`config.mk`:
```
export PLATFORM = sky130hd
export DESIGN_NAME = sent_tx_crc_arb
export DESIGN_NICKNAME = d
export VERILOG_FILES = /design/src/rtl/sent_tx_pkg.sv /design/src/rtl/sent_tx_crc_arb.sv
export SDC_FILE = /design/constraint.sdc
export NUM_CORES = 1
export LEC_CHECK = 0
export CAP_MARGIN = 10
export CORE_AREA = 4 4 81 83
export DETAILED_ROUTE_END_ITERATION = 7
export DIE_AREA = 0 0 85 87
export PLACE_DENSITY = 0.93
export RECOVER_POWER = 50
export SETUP_SLACK_MARGIN = 0.02
export SKIP_CTS_REPAIR_TIMING = 1
export SLEW_MARGIN = 25
export SYNTH_ARGS = -nofsm -noshare
export SYNTH_HDL_FRONTEND = slang
export SYNTH_SLANG_ARGS = --single-unit
export TNS_END_PERCENT = 10
```
`constraint.sdc`:
```
create_clock -name clk_tx -period 4.5 [get_ports clk_tx]
set_input_delay 0.9 -clock clk_tx [delete_from_list [all_inputs] [get_ports clk_tx]]
set_output_delay 0.9 -clock clk_tx [all_outputs]
set_load 0.01 [all_outputs]
```
`src/rtl/sent_tx_pkg.sv`:
```
`default_nettype none
// ============================================================================
// Module   : sent_tx_pkg
// Brief    : SENT transmit CRC mode/done codes, mode-to-done mapping, arbiter FSM states
// Revision : 1.0 - initial release
// ============================================================================
package sent_tx_pkg;

  localparam logic [2:0] C_MODE_NONE    = 3'b000;
  localparam logic [2:0] C_MODE_FAST24  = 3'b001;
  localparam logic [2:0] C_MODE_FAST16  = 3'b010;
  localparam logic [2:0] C_MODE_FAST12  = 3'b011;
  localparam logic [2:0] C_MODE_SHORT12 = 3'b100;
  localparam logic [2:0] C_MODE_ENH24   = 3'b101;

  localparam logic [1:0] C_DONE_NONE  = 2'b00;
  localparam logic [1:0] C_DONE_FAST  = 2'b01;
  localparam logic [1:0] C_DONE_SHORT = 2'b10;
  localparam logic [1:0] C_DONE_ENH   = 2'b11;

  typedef enum logic [1:0] {
    ST_IDLE  = 2'd0,
    ST_BUSY  = 2'd1,
    ST_RESP  = 2'd2,
    ST_FAULT = 2'd3
  } arb_state_e;

  // Completion code the generator reports for a given mode; NONE for illegal modes.
  function automatic logic [1:0] mode_to_done(input logic [2:0] mode);
    case (mode)
      C_MODE_FAST24, C_MODE_FAST16, C_MODE_FAST12: return C_DONE_FAST;
      C_MODE_SHORT12:                              return C_DONE_SHORT;
      C_MODE_ENH24:                                return C_DONE_ENH;
      default:                                     return C_DONE_NONE;
    endcase
  endfunction

  function automatic logic fast_mode_legal(input logic [2:0] mode);
    return (mode == C_MODE_FAST24) || (mode == C_MODE_FAST16) || (mode == C_MODE_FAST12);
  endfunction

  function automatic logic slow_mode_legal(input logic [2:0] mode);
    return (mode == C_MODE_SHORT12) || (mode == C_MODE_ENH24);
  endfunction

  function automatic logic crc_is_6bit(input logic [2:0] mode);
    return (mode == C_MODE_ENH24);
  endfunction

endpackage
`default_nettype wire

```
`src/rtl/sent_tx_crc_arb.sv`:
```
`default_nettype none
// ============================================================================
// Module   : sent_tx_crc_arb
// Brief    : Round-robin arbiter sharing one SENT CRC generator between the
//            fast-channel and slow-serial frame builders, with busy timeout.
// Revision : 1.0 - initial release
// ============================================================================
module sent_tx_crc_arb
  import sent_tx_pkg::*;
#(
  parameter int unsigned TIMEOUT_CYCLES = 128
) (
  input  logic        clk_tx,
  input  logic        reset_n_tx,
  input  logic        fast_req_i,
  input  logic [2:0]  fast_mode_i,
  input  logic [23:0] fast_data_i,
  output logic        fast_ack_o,
  input  logic        slow_req_i,
  input  logic [2:0]  slow_mode_i,
  input  logic [23:0] slow_data_i,
  output logic        slow_ack_o,
  output logic [5:0]  crc_o,
  output logic        crc_err_o,
  output logic        fault_o,
  output logic [2:0]  enable_crc_gen_o,
  output logic [23:0] data_gen_crc_o,
  input  logic [5:0]  crc_gen_i,
  input  logic [1:0]  crc_gen_done_i
);

  localparam logic [7:0] C_TIMEOUT_LAST = 8'(TIMEOUT_CYCLES - 1);

  arb_state_e  r_state;
  logic        r_ptr_slow;
  logic        r_owner_slow;
  logic [2:0]  r_mode;
  logic [7:0]  r_count;
  logic [2:0]  r_enable;
  logic [23:0] r_data;
  logic [5:0]  r_crc;
  logic        r_crc_err;
  logic        r_fast_ack;
  logic        r_slow_ack;
  logic        r_fault;

  logic        w_any_req;
  logic        w_grant_slow;
  logic [2:0]  w_gnt_mode;
  logic [23:0] w_gnt_data;
  logic        w_gnt_legal;
  logic        w_done_match;
  logic [5:0]  w_crc_masked;

  // Slow wins only when it is alone or the pointer favours it.
  assign w_any_req    = fast_req_i | slow_req_i;
  assign w_grant_slow = slow_req_i & (~fast_req_i | r_ptr_slow);
  assign w_gnt_mode   = w_grant_slow ? slow_mode_i : fast_mode_i;
  assign w_gnt_data   = w_grant_slow ? slow_data_i : fast_data_i;
  assign w_gnt_legal  = w_grant_slow ? slow_mode_legal(slow_mode_i)
                                     : fast_mode_legal(fast_mode_i);
  assign w_done_match = (crc_gen_done_i == mode_to_done(r_mode));
  assign w_crc_masked = crc_is_6bit(r_mode) ? crc_gen_i : {2'b00, crc_gen_i[3:0]};

  always_ff @(posedge clk_tx) begin
    if (!reset_n_tx) begin
      r_state      <= ST_IDLE;
      r_ptr_slow   <= 1'b0;
      r_owner_slow <= 1'b0;
      r_mode       <= C_MODE_NONE;
      r_count      <= 8'd0;
      r_enable     <= C_MODE_NONE;
      r_data       <= 24'd0;
      r_crc        <= 6'd0;
      r_crc_err    <= 1'b0;
      r_fast_ack   <= 1'b0;
      r_slow_ack   <= 1'b0;
      r_fault      <= 1'b0;
    end else begin
      r_fast_ack <= 1'b0;
      r_slow_ack <= 1'b0;
      case (r_state)
        ST_IDLE: begin
          r_enable <= C_MODE_NONE;
          if (w_any_req) begin
            r_owner_slow <= w_grant_slow;
            r_ptr_slow   <= ~w_grant_slow;
            r_mode       <= w_gnt_mode;
            if (w_gnt_legal) begin
              r_enable <= w_gnt_mode;
              r_data   <= w_gnt_data;
              r_count  <= 8'd0;
              r_state  <= ST_BUSY;
            end else begin
              r_crc      <= 6'd0;
              r_crc_err  <= 1'b1;
              r_fast_ack <= ~w_grant_slow;
              r_slow_ack <= w_grant_slow;
              r_state    <= ST_RESP;
            end
          end
        end

        ST_BUSY: begin
          r_count <= r_count + 8'd1;
          if (crc_gen_done_i != C_DONE_NONE) begin
            r_crc      <= w_crc_masked;
            r_crc_err  <= ~w_done_match;
            r_fast_ack <= ~r_owner_slow;
            r_slow_ack <= r_owner_slow;
            r_enable   <= C_MODE_NONE;
            r_state    <= ST_RESP;
          end else if (r_count == C_TIMEOUT_LAST) begin
            r_fault    <= 1'b1;
            r_crc      <= 6'd0;
            r_crc_err  <= 1'b1;
            r_fast_ack <= ~r_owner_slow;
            r_slow_ack <= r_owner_slow;
            r_enable   <= C_MODE_NONE;
            r_state    <= ST_FAULT;
          end
        end

        ST_RESP: begin
          r_enable <= C_MODE_NONE;
          r_state  <= ST_IDLE;
        end

        ST_FAULT: begin
          // An ack still high means its requester has not yet seen it; skip that cycle.
          r_enable <= C_MODE_NONE;
          if (w_any_req && !r_fast_ack && !r_slow_ack) begin
            r_ptr_slow <= ~w_grant_slow;
            r_crc      <= 6'd0;
            r_crc_err  <= 1'b1;
            r_fast_ack <= ~w_grant_slow;
            r_slow_ack <= w_grant_slow;
          end
        end

        default: begin
          r_enable <= C_MODE_NONE;
          r_state  <= ST_IDLE;
        end
      endcase
    end
  end

  assign fast_ack_o       = r_fast_ack;
  assign slow_ack_o       = r_slow_ack;
  assign crc_o            = r_crc;
  assign crc_err_o        = r_crc_err;
  assign fault_o          = r_fault;
  assign enable_crc_gen_o = r_enable;
  assign data_gen_crc_o   = r_data;

endmodule
`default_nettype wire

```
==> results.toml <==
[outcome]
outcome = "finished clean"

[layout]
drive_above_1_share_pct = 3.917
fin_cells = 509
multiInputGateArea_um2 = 1539
area_growth_pct = 40.44
regArea_um2 = 1041
fin_area_um2 = 3850
fill_cells = 467
num_antenna_cells = 0
num-nets-final = 505
final_util_pct = 65.80

[setup_path]
crit_chain = "dlygate4sd3_1 > nand2b_1 > a211oi_4 > o21a_1 > buf_4 > nor2_1 > a31o_2"
cp.depth = 7
worstPathArrival_ns = 3.75
worst-r2r-cell-count = 6
cp_slowest_cell = "dlygate4sd3_1"
slowest_delay_ns = 0.66
crit_type = "in2reg"
critPathTopFamily = "buffers and inverters"
cp_max_fo = 51
start_kind = "primary input"
end_kind = "flip-flop"
cp.required_ns = 4.71
crit_buf_inv = 2

[yosys]
ys_warn_count = 0
netlist_instances = 344
synth_top_family_by_area = "simple AND/OR/NAND/NOR gates"
synthSimpleGateAreaFrac_pct = 28.39
synth-compound-area-share_pct = 22.23
synth_mux_area_share_pct = 2.556
yosys-top-cells-area = "dfxtp_1 38%, nand3_1 8.4%, nand2_1 7.8%"
synth_fa_ha_area_share_pct = 2.738
synth_area_um2 = 2741
yosysTopAreaCell = "dfxtp_1"
seq_area_frac_synth_pct = 37.97
ys_ff_latch = 52
synth_most_common_cell = "nand2_1"
synth_ff_type = "dfxtp_1"
synth.distinct_cells = 48
syn_nets = 416
synth_top_area_share_pct = 37.97
synth-xor-area-share_pct = 0.3195
yosys-top-cells-count = "57 x nand2_1, 52 x dfxtp_1, 46 x nand3_1"
async_flop_share_pct = 0
synth-edff-count = 0
avgSynthCellArea_um2 = 7.969

[die]
die-area_um2 = 7395
die_h_um = 87
rows = 28
coreArea_um2 = 5851
ios = 103
start_util_pct = 46.86
dieWidth_um = 85

[clock_network]
clkTransAtPathRegs_ns = 0.09
clock-sinks = 52
tritoncts = "yes"
worstSkewPairLatency_ns = 0.31
cts_root_buf = "clkbuf_8"
htreeDepth = 2
cts_inserted_buffers = 5
ctsLongestPathBuffers = 2

[grt]
grt_pass1_vias = 2863
antenna_found_initial = 0
grt_max_degree = 52
gr-usage-all-layers_pct = 21.36
overflow = 0
grt_pass1_wl_um = 12840

[pwr]
pwr-share-comb_pct = 39.5
seqPwrFrac_pct = 40.9
p_per_area_nw_per_um2 = 366.2
p_int_uw = 901.4
fin_total_pwr_mw = 1.410
total_leakage_power_nw = 1.662
switching_share_pct = 36.06
p_clk_share_pct = 19.5
ir_drop_uv = 188.0
p_switching_uw = 508.4

[flow_run]
max_cap_violations = 0

[timing]
hold_viol_final = 0
finalCriticalPeriod_ns = 3.544
setup_viol = 0
drv_slew = 0
fmax_mhz = 282.1
fin_tns_setup_ns = 0
period_share_pct = 78.77
whs_ns = 0.4597
setup_slack_ns = 0.9555
rsz0062_at_grt = "false"
worstMarginPinSlew_ns = 1.121
relSlewSlack_pct = 25.29
skew_ns = 0.01095

[placed_design]
place_area_um2 = 3761
io_buffers = 102
place_congestion = 0.8678
dpl.cell_count = 501
dp.final_hpwl_um = 5854
dp_worst_setup_slack_ns = 1.090

[drt]
drcViolationCount = 0
postRouteAntennaNets = 0
first_iter_violations = 227
vias_per_cell = 5.625
drt_pass1_iterations = 5
routed_wl_um = 7726
routedWlPerCell_um = 15.18
vias = 2863

[min_path]
worstHoldPathType = "reg2reg"
holdPathStages = 2
## path summary, 6_finish.rpt
kind / startpoint / to / slack (ns)
max: fast_req_i / r_count[6] / 0.96
min: enable_crc_gen_o[1] / enable_crc_gen_o[1] / 0.46
max reg2reg: r_ptr_slow / r_count[6] / 1.81
min reg2reg: enable_crc_gen_o[1] / enable_crc_gen_o[1] / 0.46
## sequential cells by signal, indices dropped and copies added, names as in the netlist
signal and count:
crc_err_o 1, crc_o 6, data_gen_crc_o 24, enable_crc_gen_o 3
fast_ack_o 1, fault_o 1, r_count 8, r_mode 3
r_owner_slow 1, r_ptr_slow 1, r_state 2, slow_ack_o 1
## area by class of cell
type | count | area share [%]
multi-input cells | 259 | 39.97
repair buffers | 106 | 27.30
flip-flops and latches | 52 | 27.04
well taps | 75 | 2.437
clock buffers | 5 | 1.787
inverters | 9 | 0.8775
clock inverters | 3 | 0.5850
## cells by family (layout without fill, tap and decap cells)
group,Yosys count,after routing
multiplexers,7,7
flip-flops,52,52
adder cells (fa/ha/maj),6,6
XOR/XNOR,1,1
AND/OR/NAND/NOR,164,164
AO/OA/AOI/OAI,81,81
buffers and inverters,33,123
## power groups by stage
stage	Clock [mW]	Sequential (mW)	Combinational, mW
4_1_cts	0.281	0.578	0.575
3_5_place_dp	0	0.588	0.572
2_1_floorplan	0	0.604	0.343
6_report	0.276	0.577	0.557
3_3_place_gp	0	0.586	0.553
5_1_grt	0.298	0.586	0.611
## layer usage
layer,wire length [µm],GRT usage [%],vias to the layer above
met1,3028,22.84,1296
met4,123,7.050,0
met3,659,6.528,13
met2,3915,39.83,138
li1,-,-,1416
met5,0,0,-
## worst reg2reg max path: stages, from the launching register on
cell and delay, ns:
dfxtp_1 0.35, nand2b_1 0.67, a211oi_4 0.59, o21a_1 0.16
buf_4 0.40, nor2_1 0.15, a31o_2 0.27
## cells in the final DEF, fill, tap and decap left out, types with 2 or more instances in the layout
cell	count
nand2_1	57
nor3_1	6
a311oi_1	15
o21a_1	2
a21oi_1	12
a21o_1	4
nor2b_1	6
dfxtp_1	52
buf_4	4
mux2i_1	7
nor2_1	27
o211a_1	15
a32oi_1	2
o21ai_0	15
ha_1	6
nor4_1	2
or4b_1	2
a31oi_1	4
inv_1	8
nand3_1	46
nand2b_1	5
dlygate4sd3_1	40
o22ai_1	3
nand3b_1	2
clkdlybuf4s50_1	62
a31o_2	2
clkbuf_8	5
No activity file was read; power rests on OpenSTA's default activity.
==> variant, RTL diff (same settings) <==
The 4 states of `arb_state_e` get a one-hot encoding in 4 bits.
--- a/src/rtl/sent_tx_pkg.sv
+++ b/src/rtl/sent_tx_pkg.sv
@@ -20,7 +20,7 @@
 
-  typedef enum logic [1:0] {
-    ST_IDLE  = 2'd0,
-    ST_BUSY  = 2'd1,
-    ST_RESP  = 2'd2,
-    ST_FAULT = 2'd3
+  typedef enum logic [3:0] {
+    ST_IDLE  = 4'b0001,
+    ST_BUSY  = 4'b0010,
+    ST_RESP  = 4'b0100,
+    ST_FAULT = 4'b1000
   } arb_state_e;
Check against the original RTL: no difference found for any inputs over 4 cycles, from zero or initial values and one cycle with reset_n_tx low; so few cycles prove little.
==> variant against the original RTL <==
  * Cell area shrank 3.8%
  * Routed wire length decreased by 4.5%
  * Largest power group unchanged
  * Largest cell class unchanged
  * Sequential cell count grew 2
  * Clock power grew 7.6%
  * Total power shrank 2.1%
  * Combinational power shrank 13%
  * Setup slack improved by 0.51 ns
  * Synthesized area fell by 6.8%
==> variant: results (changes against the original RTL) <==
* HPWL Detailed at 5.48 mm (-6.3%)
* Worst skew pair latency at 0.32 ns
* Largest net degree at the start of global routing at 55 (+5.8%)
* Slew margin rel. at 35.2% (+9.9 points)
* Outcome: finished, final reports clean
* Routed len/inst at 15.5 µm (+2.4%)
* Hold Crit Start: enable_crc_gen_o[1]$_SDFFE_PN0N_
* Overall Global Routing Usage at 19.5% (-1.9 points)
* Critical R2R Launch: r_state[3]$_SDFFE_PN0P_
* CTS Buffer Depth at 2 (unchanged)
* Fillers at 475 (+1.7%)
* Synth area leaders: dfxtp_1 (42%), a311oi_1 (11%), nor2_1 (7.8%), nand2_1 (6.2%), nand3_1 (5.9%)
* Worst Skew at 0.00826 ns (-0.00268 ns)
* Netlist cell types at 49 (+2.1%)
* Worst Path Max Fanout at 54 (+5.9%)
* Vias in the first global route at 2592 (-9.5%)
* First-pass GRT wire length at 11.7 mm (-8.6%)
* RR Endpoint: crc_o[2]$_SDFFE_PN0P_
* R2R cell count at 4 (-2)
* DR vias at 2656 (-7.2%)
* Worst Hold Path EP: enable_crc_gen_o[1]$_SDFFE_PN0N_
* Place WS at 1.23 ns (+0.141 ns)
* VDD IR max at 0.193 mV (+2.7%)
* Share of layout cells above drive strength 1 at 5.75% (+1.8 points)
* Register area share after synthesis at 42.3% (+4.3 points)
* Worst Path Arrival at 3.25 ns (-0.50 ns)
* Reg2Reg Setup Slack at 2.28 ns (+0.47 ns)
-- variant: routing by layer --
metal | GRT usage [%] | part of all wire [%] | vias to the layer above | wire (µm)
met5 | 0 | 0 | - | 0
met4 | 11.4 | 3.2 | 0 | 239
met3 | 4.64 | 7.4 | 21 | 544
met2 | 32.1 | 48 | 122 | 3530
met1 | 23.1 | 42 | 1215 | 3070
li1 | - | - | 1298 | -
-- variant: cell type report --
type / count / area, µm² / share of cell area, %
clock buffers: 6 / 82.6 / 2.23
flip-flops and latches: 54 / 1080 / 29.2
clock inverters: 2 / 16.3 / 0.439
repair buffers: 107 / 1060 / 28.6
well taps: 75 / 93.8 / 2.53
inverters: 2 / 7.51 / 0.203
multi-input cells: 229 / 1360 / 36.8
-- variant: worst max-delay path, stage by stage --
cell           delay (ns)
dlygate4sd3_1        0.59
nand2b_1             0.50
nand3_1              0.27
a21oi_4              0.17
buf_4                0.44
nand2b_1             0.28
nor2_1               0.08
-- variant: cells by family after synthesis --
| group | count (synthesis) | synth area share [%] |
|---|---|---|
| buffers and inverters | 23 | 4.16 |
| muxes | 4 | 1.71 |
| adders and majority gates | 1 | 0.490 |
| AOI/OAI and AO/OA | 69 | 22.0 |
| and+or+nand+nor | 148 | 26.9 |
| DFF | 54 | 42.3 |
| xor gates and xnor gates | 7 | 2.40 |
-- variant: report_power, final --
part,switching (mW),internal (mW),total [mW]
clock network,0.170,0.127,0.297
logic,0.257,0.231,0.487
registers,0.0521,0.544,0.596
total,0.479,0.902,1.38
-- variant: worst max-delay path by stage --
| stage | start | cells after the start | endpoint | slack (ns) |
|---|---|---|---|---|
| 3_3_place_gp | fast_req_i | 7 | r_count[4]$_SDFFE_PN0P_ | 1.31 |
| 6_report | fast_req_i | 7 | r_count[4]$_SDFFE_PN0P_ | 1.47 |
| 2_1_floorplan | fast_req_i | 7 | data_gen_crc_o[10]$_SDFFE_PN0P_ | 2.32 |
| 3_5_place_dp | fast_req_i | 7 | r_count[4]$_SDFFE_PN0P_ | 1.23 |
| 4_1_cts | fast_req_i | 7 | r_count[4]$_SDFFE_PN0P_ | 1.57 |
| 5_1_grt | fast_req_i | 7 | data_gen_crc_o[6]$_SDFFE_PN0P_ | 1.26 |
-- variant: per-stage QoR --
step	hold slack (ns)	area, µm²	std cells
after global placement	0.442	3610	467
after global routing	0.517	3700	475
after CTS	0.471	3710	475
after detailed placement	0.447	3610	467
final	0.467	3700	475
after floorplan	0.445	2550	306
